**src/rtl/uncache_bus_master.sv**
```systemverilog
// Purpose: uncached load/store bus master; one request at a time, 1..MAX_BURST word beats.
// Latency: req_ready->uncache_bus_req 1 cycle; first beat 1 cycle after grant is sampled; done 1 cycle after last ack.
// Backpressure: req_ready low while busy; beats stall while grant is low or bus_ack is withheld.
//
// Ports:
//   clk, resetn          clock, synchronous reset (1 = reset)
//   req_*                CPU request (valid/ready, we, addr, wdata, words)
//   resp_valid/rdata     registered per-beat read return
//   done                 one-cycle completion pulse per request
//   uncache_bus_req/free request / release towards the arbiter
//   bus_uncache_grant    grant from the arbiter
//   bus_valid/we/addr/wdata, bus_ack/rdata   shared-bus beat interface
module uncache_bus_master #(
  parameter int DATA_W    = 32,
  parameter int ADDR_W    = 32,
  parameter int MAX_BURST = 4,
  parameter int CNT_W     = 3
) (
  input  logic              clk,
  input  logic              resetn,
  input  logic              req_valid,
  output logic              req_ready,
  input  logic              req_we,
  input  logic [ADDR_W-1:0] req_addr,
  input  logic [DATA_W-1:0] req_wdata,
  input  logic [CNT_W-1:0]  req_words,
  output logic              resp_valid,
  output logic [DATA_W-1:0] resp_rdata,
  output logic              done,
  output logic              uncache_bus_req,
  input  logic              bus_uncache_grant,
  output logic              uncache_bus_free,
  output logic              bus_valid,
  output logic              bus_we,
  output logic [ADDR_W-1:0] bus_addr,
  output logic [DATA_W-1:0] bus_wdata,
  input  logic              bus_ack,
  input  logic [DATA_W-1:0] bus_rdata
);

  typedef enum logic [1:0] {
    S_IDLE,
    S_REQ,
    S_XFER,
    S_FREE
  } state_t;

  localparam logic [CNT_W-1:0] MAX_CNT = CNT_W'(MAX_BURST);
  localparam logic [CNT_W-1:0] ONE     = CNT_W'(1);

  state_t            state, state_nxt;
  logic [ADDR_W-1:0] base_q, base_nxt;
  logic [CNT_W-1:0]  cnt_q, cnt_nxt;
  logic [CNT_W-1:0]  idx_q, idx_nxt;
  logic              we_nxt;
  logic [DATA_W-1:0] wdata_nxt;
  logic [CNT_W-1:0]  words_norm;
  logic [ADDR_W-1:0] addr_nxt;
  logic              beat_done;

  // A zero count still moves one word; oversize counts saturate at the burst limit.
  always_comb begin
    words_norm = req_words;
    if (req_words == '0) begin
      words_norm = ONE;
    end else if (req_words > MAX_CNT) begin
      words_norm = MAX_CNT;
    end
  end

  assign req_ready = (state == S_IDLE);
  // Grant loss mid-burst only pauses the beat; the index is kept.
  assign bus_valid = (state == S_XFER) && bus_uncache_grant;
  assign beat_done = bus_valid && bus_ack;

  always_comb begin
    state_nxt = state;
    base_nxt  = base_q;
    cnt_nxt   = cnt_q;
    idx_nxt   = idx_q;
    we_nxt    = bus_we;
    wdata_nxt = bus_wdata;
    unique case (state)
      S_IDLE: begin
        if (req_valid) begin
          state_nxt = S_REQ;
          base_nxt  = req_addr & ~ADDR_W'(3);
          cnt_nxt   = words_norm;
          idx_nxt   = '0;
          we_nxt    = req_we;
          wdata_nxt = req_wdata;
        end
      end
      S_REQ: begin
        if (bus_uncache_grant) begin
          state_nxt = S_XFER;
        end
      end
      S_XFER: begin
        if (beat_done) begin
          idx_nxt = idx_q + ONE;
          if (idx_q == cnt_q - ONE) begin
            state_nxt = S_FREE;
          end
        end
      end
      S_FREE: begin
        state_nxt = S_IDLE;
      end
      default: begin
        state_nxt = S_IDLE;
      end
    endcase
  end

  // Beat address is precomputed from the next index so bus_addr can be a flop;
  // the add wraps naturally at the top of the address space.
  assign addr_nxt = base_nxt + {{(ADDR_W-CNT_W-2){1'b0}}, idx_nxt, 2'b00};

  always_ff @(posedge clk) begin
    if (resetn) begin
      state            <= S_IDLE;
      base_q           <= '0;
      cnt_q            <= '0;
      idx_q            <= '0;
      bus_we           <= 1'b0;
      bus_wdata        <= '0;
      bus_addr         <= '0;
      uncache_bus_req  <= 1'b0;
      uncache_bus_free <= 1'b0;
      done             <= 1'b0;
      resp_valid       <= 1'b0;
      resp_rdata       <= '0;
    end else begin
      state            <= state_nxt;
      base_q           <= base_nxt;
      cnt_q            <= cnt_nxt;
      idx_q            <= idx_nxt;
      bus_we           <= we_nxt;
      bus_wdata        <= wdata_nxt;
      bus_addr         <= addr_nxt;
      uncache_bus_req  <= (state_nxt == S_REQ);
      uncache_bus_free <= (state_nxt == S_FREE);
      done             <= (state_nxt == S_FREE);
      resp_valid       <= beat_done && !bus_we;
      if (beat_done && !bus_we) begin
        resp_rdata <= bus_rdata;
      end
    end
  end

endmodule

```
**config.mk**
```make
export PLATFORM = sky130hd
export DESIGN_NAME = uncache_bus_master
export DESIGN_NICKNAME = d
export VERILOG_FILES = /design/src/rtl/uncache_bus_master.sv
export SDC_FILE = /design/constraint.sdc
export NUM_CORES = 1
export LEC_CHECK = 0
export CAP_MARGIN = 20
export CORE_MARGIN = 8
export CORE_UTILIZATION = 44
export CTS_CLUSTER_DIAMETER = 50
export DETAILED_ROUTE_END_ITERATION = 12
export HOLD_SLACK_MARGIN = 0.15
export PLACE_DENSITY = 0.8
export RECOVER_POWER = 50
export REMOVE_ABC_BUFFERS = 1
export SLEW_MARGIN = 40
export SYNTH_ARGS = -nofsm -noshare
export SYNTH_HDL_FRONTEND = slang
export SYNTH_SLANG_ARGS = --single-unit
```
**constraint.sdc**
```tcl
create_clock -name clk -period 3.75 [get_ports clk]
set_input_delay 0.375 -clock clk [delete_from_list [all_inputs] [get_ports clk]]
set_output_delay 0.375 -clock clk [all_outputs]
set_load 0.01 [all_outputs]
```
== Yosys cells after proc, flatten, opt, wreduce, memory -nomap -nowiden ==
Cells that the tools add are included.
Word-level totals
  word-level logic and storage cells: 40
  register bits after elaboration: 140
  output and inout bits: 103
  input bits: 105
Cells by class
  add/sub/neg operators: 3
  order comparisons: 1
  reduce and logical (&&, ||, !) cells: 7
  mux-type cells: 12
  equality and inequality tests: 6
Operators with widths (number)
  2-to-1 mux 32 bit: 2
  adder 32 x 5 -> 32 bit: 1
  2-to-1 mux 3 bit: 4
  2-to-1 mux 2 bit: 4
  case mux 2 bit (4 select lines): 1
  == test 2 bit, second input constant: 3
  case mux 3 bit (2 select lines): 1
  == test 2 x 1 -> 1 bit, second input constant: 2
  adder 3 x 1 -> 3 bit, second input constant: 1
  == test 3 bit: 1
  > comparator 3 bit, second input constant: 1
  logical AND 1 bit: 3
  logical NOT 3 bit: 1
  subtractor 3 x 1 -> 3 bit, second input constant: 1
  logical NOT 2 bit: 1
  AND reduction 2 bit: 1
  logical NOT 1 bit: 1

== Longest topological paths before layout ==
  depth after elaboration: 6
  depth in mapped cells: 15
  mapped depth without buffers: 12

== Worst setup path before layout ==
OpenSTA, ideal clock, no wires.
  path type: register -> register
  start point: register state[0]
  end point: register bus_addr[28]
  slack: 278 ps
  period minus slack after synthesis: 3472 ps
  cell stages (with the launch flop): 16
  buffers on the path: 4
  arrival time: 3351 ps
  data required time: 3629 ps
  setup time: 121 ps
  cell sequence: dfxtp_1 -> or3b_1 -> buf_6 -> clkbuf_1 -> clkbuf_1 -> clkbuf_1 -> nand2_1 -> nand2_1 -> ha_1 -> inv_1 -> fa_1 -> nor2b_1 -> or2_2 -> nand2_2 -> a2111oi_2 -> mux2_2
On the way
  elaborated cells between the ends (all ways): 8
  those cells by class: 1 x add/sub; 1 x eq/ne; 3 x mux; 3 x reduce/logical
RTL lines
  start, declared: RTL line 51  | state_t state, state_nxt;
  start signal, assigned: RTL line 135  | state <= state_nxt;
  logical NOT 2 bit: RTL line 83  | unique case (state)
  2-to-1 mux 32 bit: RTL line 83
  via base_nxt[2]: RTL line 52  | logic [ADDR_W-1:0] base_q, base_nxt;
  adder 32 x 5 -> 32 bit: RTL line 118  | assign addr_nxt = base_nxt + {{(ADDR_W-CNT_W-2){1'b0}}, idx_nxt, 2'b00};
  end signal, assigned: RTL line 141  | bus_addr <= addr_nxt;
  end, declared: RTL line 35  | output logic [ADDR_W-1:0] bus_addr,
The timed path passes the listed nets, and every way through them passes these cells.
A chain may end at the register's enable or synchronous reset.

== Worst setup path after layout ==
  start point: register state[0]
  end point: register bus_addr[30]
On the way
  word-level cells in the longest chain between the ends: 6
  elaborated cells between the ends (all ways): 8
  those cells by class: 1 x add/sub; 1 x eq/ne; 3 x mux; 3 x reduce/logical
RTL lines
  == test 2 bit: RTL line 73, 83
  logical AND 1 bit: RTL line 73  | assign bus_valid = (state == S_XFER) && bus_uncache_grant;
  logical AND 1 bit: RTL line 74  | assign beat_done = bus_valid && bus_ack;
  2-to-1 mux 3 bit: RTL line 100  | if (beat_done) begin
  case mux 3 bit (2 select lines) (*): RTL line 83
  via idx_nxt[0]: RTL line 54  | logic [CNT_W-1:0] idx_q, idx_nxt;
  adder 32 x 5 -> 32 bit (*): RTL line 118
The timed path passes the listed nets; every way through them passes the cells marked *.

==> flow_metrics.env <==
export IMPL_status="finished clean"
export IMPL_cp_max_fo=9
export IMPL_cp_start_kind="flip-flop"
export IMPL_clk_pin_slew_ns=0.05
export IMPL_avgSynthCellArea_um2=8.395
export IMPL_dp_cells=1001
export IMPL_route_vias_total=5209
export IMPL_diodes=0
export IMPL_ys_seq_elements=136
export IMPL_synthToLayoutAreaGrowth_pct=49.49
export IMPL_p_comb_share_pct=14.1
export IMPL_intPower_uw=2847
export IMPL_r2r_slack_ns=0.44
export IMPL_critPathKind="reg -> reg"
export IMPL_place_gp_congestion=0.8224
export IMPL_ctsResizeCount=0
export IMPL_ys_flop_type="dfxtp_1"
export IMPL_slew_headroom_pct=2.589
export IMPL_cts_root_buf="clkbuf_16"
export IMPL_seqPwrFrac_pct=42.5
export IMPL_overflow=0
export IMPL_ys_seq_area_share_pct=49.51
export IMPL_die_h_um=127.8
export IMPL_cp_slowest_cell="nor4_1"
export IMPL_initial_core_util_pct=44.30
export IMPL_cp_depth=12
export IMPL_path_cells="and3b_1 > and2_0 > xnor2_1 > nor2_1 > ha_1 > inv_1 > fa_1 > nor2b_1 > or2_2 > nand2_2 > nor4_1 > mux2_2"
export IMPL_drv_slew=0
export IMPL_ys_types=48
export IMPL_die_width_um=127.8
export IMPL_r2r_start="state[0]"
export IMPL_pwr_share_clk_pct=43.5
export IMPL_final_common_cell="nand2_1"
export IMPL_holdWs_ns=0.4013
export IMPL_async_flop_share_pct=0
export IMPL_core_area_um2=12410
export IMPL_max_freq_ghz=0.3025
export IMPL_synth_mux_area_share_pct=6.689
export IMPL_rsz0062_at_grt="no"
export IMPL_register_area_um2=2723
export IMPL_leakage_uw=0.003275
export IMPL_clkLatencyLatePin_ns=0.41
export IMPL_cts_tree="done"
export IMPL_critPathCaptureType="flip-flop"
export IMPL_finClkSkew_ns=0.005047
export IMPL_arrival_ns=3.60
export IMPL_grt_max_degree=88
export IMPL_stdcell_count=1031
export IMPL_final_cell_mix="nand2_1, dfxtp_1, clkdlybuf4s50_1"
export IMPL_hold_viol_final=0
export IMPL_path_delay_family="simple AND/OR/NAND/NOR gates"
export IMPL_track_usage_pct=19.75
export IMPL_wire_per_inst_um=15.75
export IMPL_synth_edf_count=0
export IMPL_critPathRequiredTime_ns=4.04
export IMPL_fin_ws_ns=0.4441
export IMPL_multiInputGateArea_um2=2571
export IMPL_ant_nets=0
export IMPL_cp_endpoint="bus_addr[30]"
export IMPL_clockBufferDepth=2
export IMPL_synth_xor_area_share_pct=2.708
export IMPL_layout_nets=959
export IMPL_worst_pin_slew_ns=1.461
export IMPL_hold_class="in -> reg"
export IMPL_cts_sinks=136
export IMPL_dpl_cell_area_um2=7647
export IMPL_io_buffer_count=203
export IMPL_period_share_pct=88.16
export IMPL_cp_num_buf_inv=1
export IMPL_h_tree_depth=4
export IMPL_post_route_min_period_ns=3.306
export IMPL_fillers=1001
export IMPL_swShare_pct=23.09
export IMPL_ys_warn_count=0
export IMPL_setup_violations=0
export IMPL_drive_above_1_share_pct=6.636
export IMPL_ioPinCount=208
export IMPL_dr_first_iter_drc_count=354
export IMPL_grt_pass1_wl_mm=25.79
export IMPL_grt_pass1_vias=5206
export IMPL_num_rows=41
export IMPL_cts_hold_buf=0
export IMPL_ir_drop_mv=0.3254
export IMPL_rr_endpoint="bus_addr[30]"
export IMPL_synth_top_family_by_area="simple AND/OR/NAND/NOR gates"
export IMPL_netlist_area_um2=5499
export IMPL_switchingPower_uw=854.9
export IMPL_dp_final_hpwl_mm=11.95
export IMPL_dr_pass1_iters=4
export IMPL_antenna_found_initial=0
export IMPL_dp_slack_ns=0.1722
export IMPL_syn_inst=655
export IMPL_vias_per_cell=5.052
export IMPL_p_per_area_nw_per_um2=450.3
export IMPL_finalInstanceArea_um2=8220
export IMPL_synthAdderAreaFrac_pct=1.502
export IMPL_drc=0
export IMPL_cts_setup_buffers=0
export IMPL_cpPeakStageDelay_ns=0.46
export IMPL_synth_simple_area_share_pct=24.85
export IMPL_finalWirelength_mm=16.24
export IMPL_cts_made_buffers=17
export IMPL_die_area_um2=16330
export IMPL_cap_violations=0
export IMPL_startpoint="state[0]"
export IMPL_ff2ff_path_depth=12
export IMPL_synth_compound_area_share_pct=10.74
## worst reg2reg max path: cells and delay by family, from the launching register on
family                   cells  cell delay (ns)
AND/OR/NAND/NOR              7             1.58
adder cells (fa/ha/maj)      2             0.55
flip-flops                   1             0.45
multiplexers                 1             0.39
XOR/XNOR                     1             0.17
buffers and inverters        1             0.06
## routing by layer
metal  up-vias  track usage (%)  routed length [um]  share of wire (%)
met4         0            8.042                 325                2.0
met3        24            6.988                1356                8.4
met2       200            33.95                7843                 48
met5         -                0                   0                  0
li1       2582                -                   -                  -
met1      2403            21.74                6714                 41
## flip-flops by register name, summed over array words and instances (netlist names)
register	flops
cnt_q	3
base_q	30
resp_valid	1
resp_rdata	32
uncache_bus_req	1
uncache_bus_free	1
bus_wdata	32
bus_we	1
idx_q	3
bus_addr	30
state	2
## through the flow
stage | utilization, % | setup TNS [ns] | power (uW)
after CTS | 66.28 | 0 | 3760
after floorplan | - | -311.32 | 1843
after global placement | 61.60 | 0 | 2129
after detailed placement | 61.60 | 0 | 2146
final | 66.22 | 0 | 3702
after global routing | 66.22 | 0 | 3859
## synth_stat cells, types with 2 or more instances
cell | count | area share, %
nor2_1 | 49 | 3.3
nor3b_1 | 3 | 0.41
nor4_1 | 7 | 0.80
nor3_1 | 22 | 2.0
a21o_1 | 2 | 0.27
a21oi_1 | 82 | 7.5
o31a_1 | 3 | 0.48
and3_1 | 2 | 0.23
clkbuf_1 | 27 | 1.8
o21ai_0 | 4 | 0.36
nor2b_1 | 14 | 1.6
o21a_1 | 4 | 0.55
ha_1 | 5 | 1.1
mux2_2 | 14 | 2.9
inv_1 | 7 | 0.48
nand2_1 | 166 | 11
nor4b_1 | 2 | 0.32
o22ai_1 | 2 | 0.23
xnor2_1 | 12 | 1.9
buf_4 | 3 | 0.41
nand3b_1 | 2 | 0.27
dfxtp_1 | 136 | 50
xor2_1 | 5 | 0.80
nand4_1 | 4 | 0.45
nand3_1 | 21 | 1.9
buf_2 | 8 | 0.73
and3b_1 | 4 | 0.64
nand2b_1 | 3 | 0.34
a211oi_1 | 2 | 0.27
mux2i_1 | 21 | 3.8
buf_6 | 2 | 0.41
## area by class of cell
| class | instances | area share [%] |
|---|---|---|
| clock buffer | 29 | 6.697 |
| clock inverter | 1 | 0.3653 |
| inverter | 7 | 0.3196 |
| multi-input combinational | 472 | 31.28 |
| sequential | 136 | 33.12 |
| tap | 172 | 2.618 |
| timing repair buffer | 214 | 25.60 |
## power groups by stage
stage	Clock, uW	Combinational (uW)	Sequential (uW)
6_report	1610	521	1570
5_1_grt	1710	569	1580
4_1_cts	1640	547	1570
3_5_place_dp	0	542	1600
3_3_place_gp	0	529	1600
2_1_floorplan	0	219	1620
## worst min-delay path by stage
stage | slack (ns) | cells after the start | endpoint | from
floorplan | 0.43 | 2 | cnt_q[1] | cnt_q[1]
global placement | 0.44 | 2 | resp_rdata[29] | resp_rdata[29]
detailed placement | 0.45 | 2 | resp_rdata[13] | resp_rdata[13]
CTS | 0.45 | 2 | resp_rdata[13] | resp_rdata[13]
global route | 0.44 | 2 | resp_valid | resetn
finish | 0.40 | 2 | bus_addr[3] | resetn
## kinds of logic (layout without fill, tap and decap cells)
logic type,count (synthesis),count (layout)
other,1,2
adder cells (fa/ha/maj),6,6
flip-flops,136,136
XOR/XNOR,17,17
multiplexers,35,35
buffers and inverters,48,251
AND/OR/NAND/NOR,306,306
AO/OA/AOI/OAI,106,106
Power figures use the tool's default switching activity.
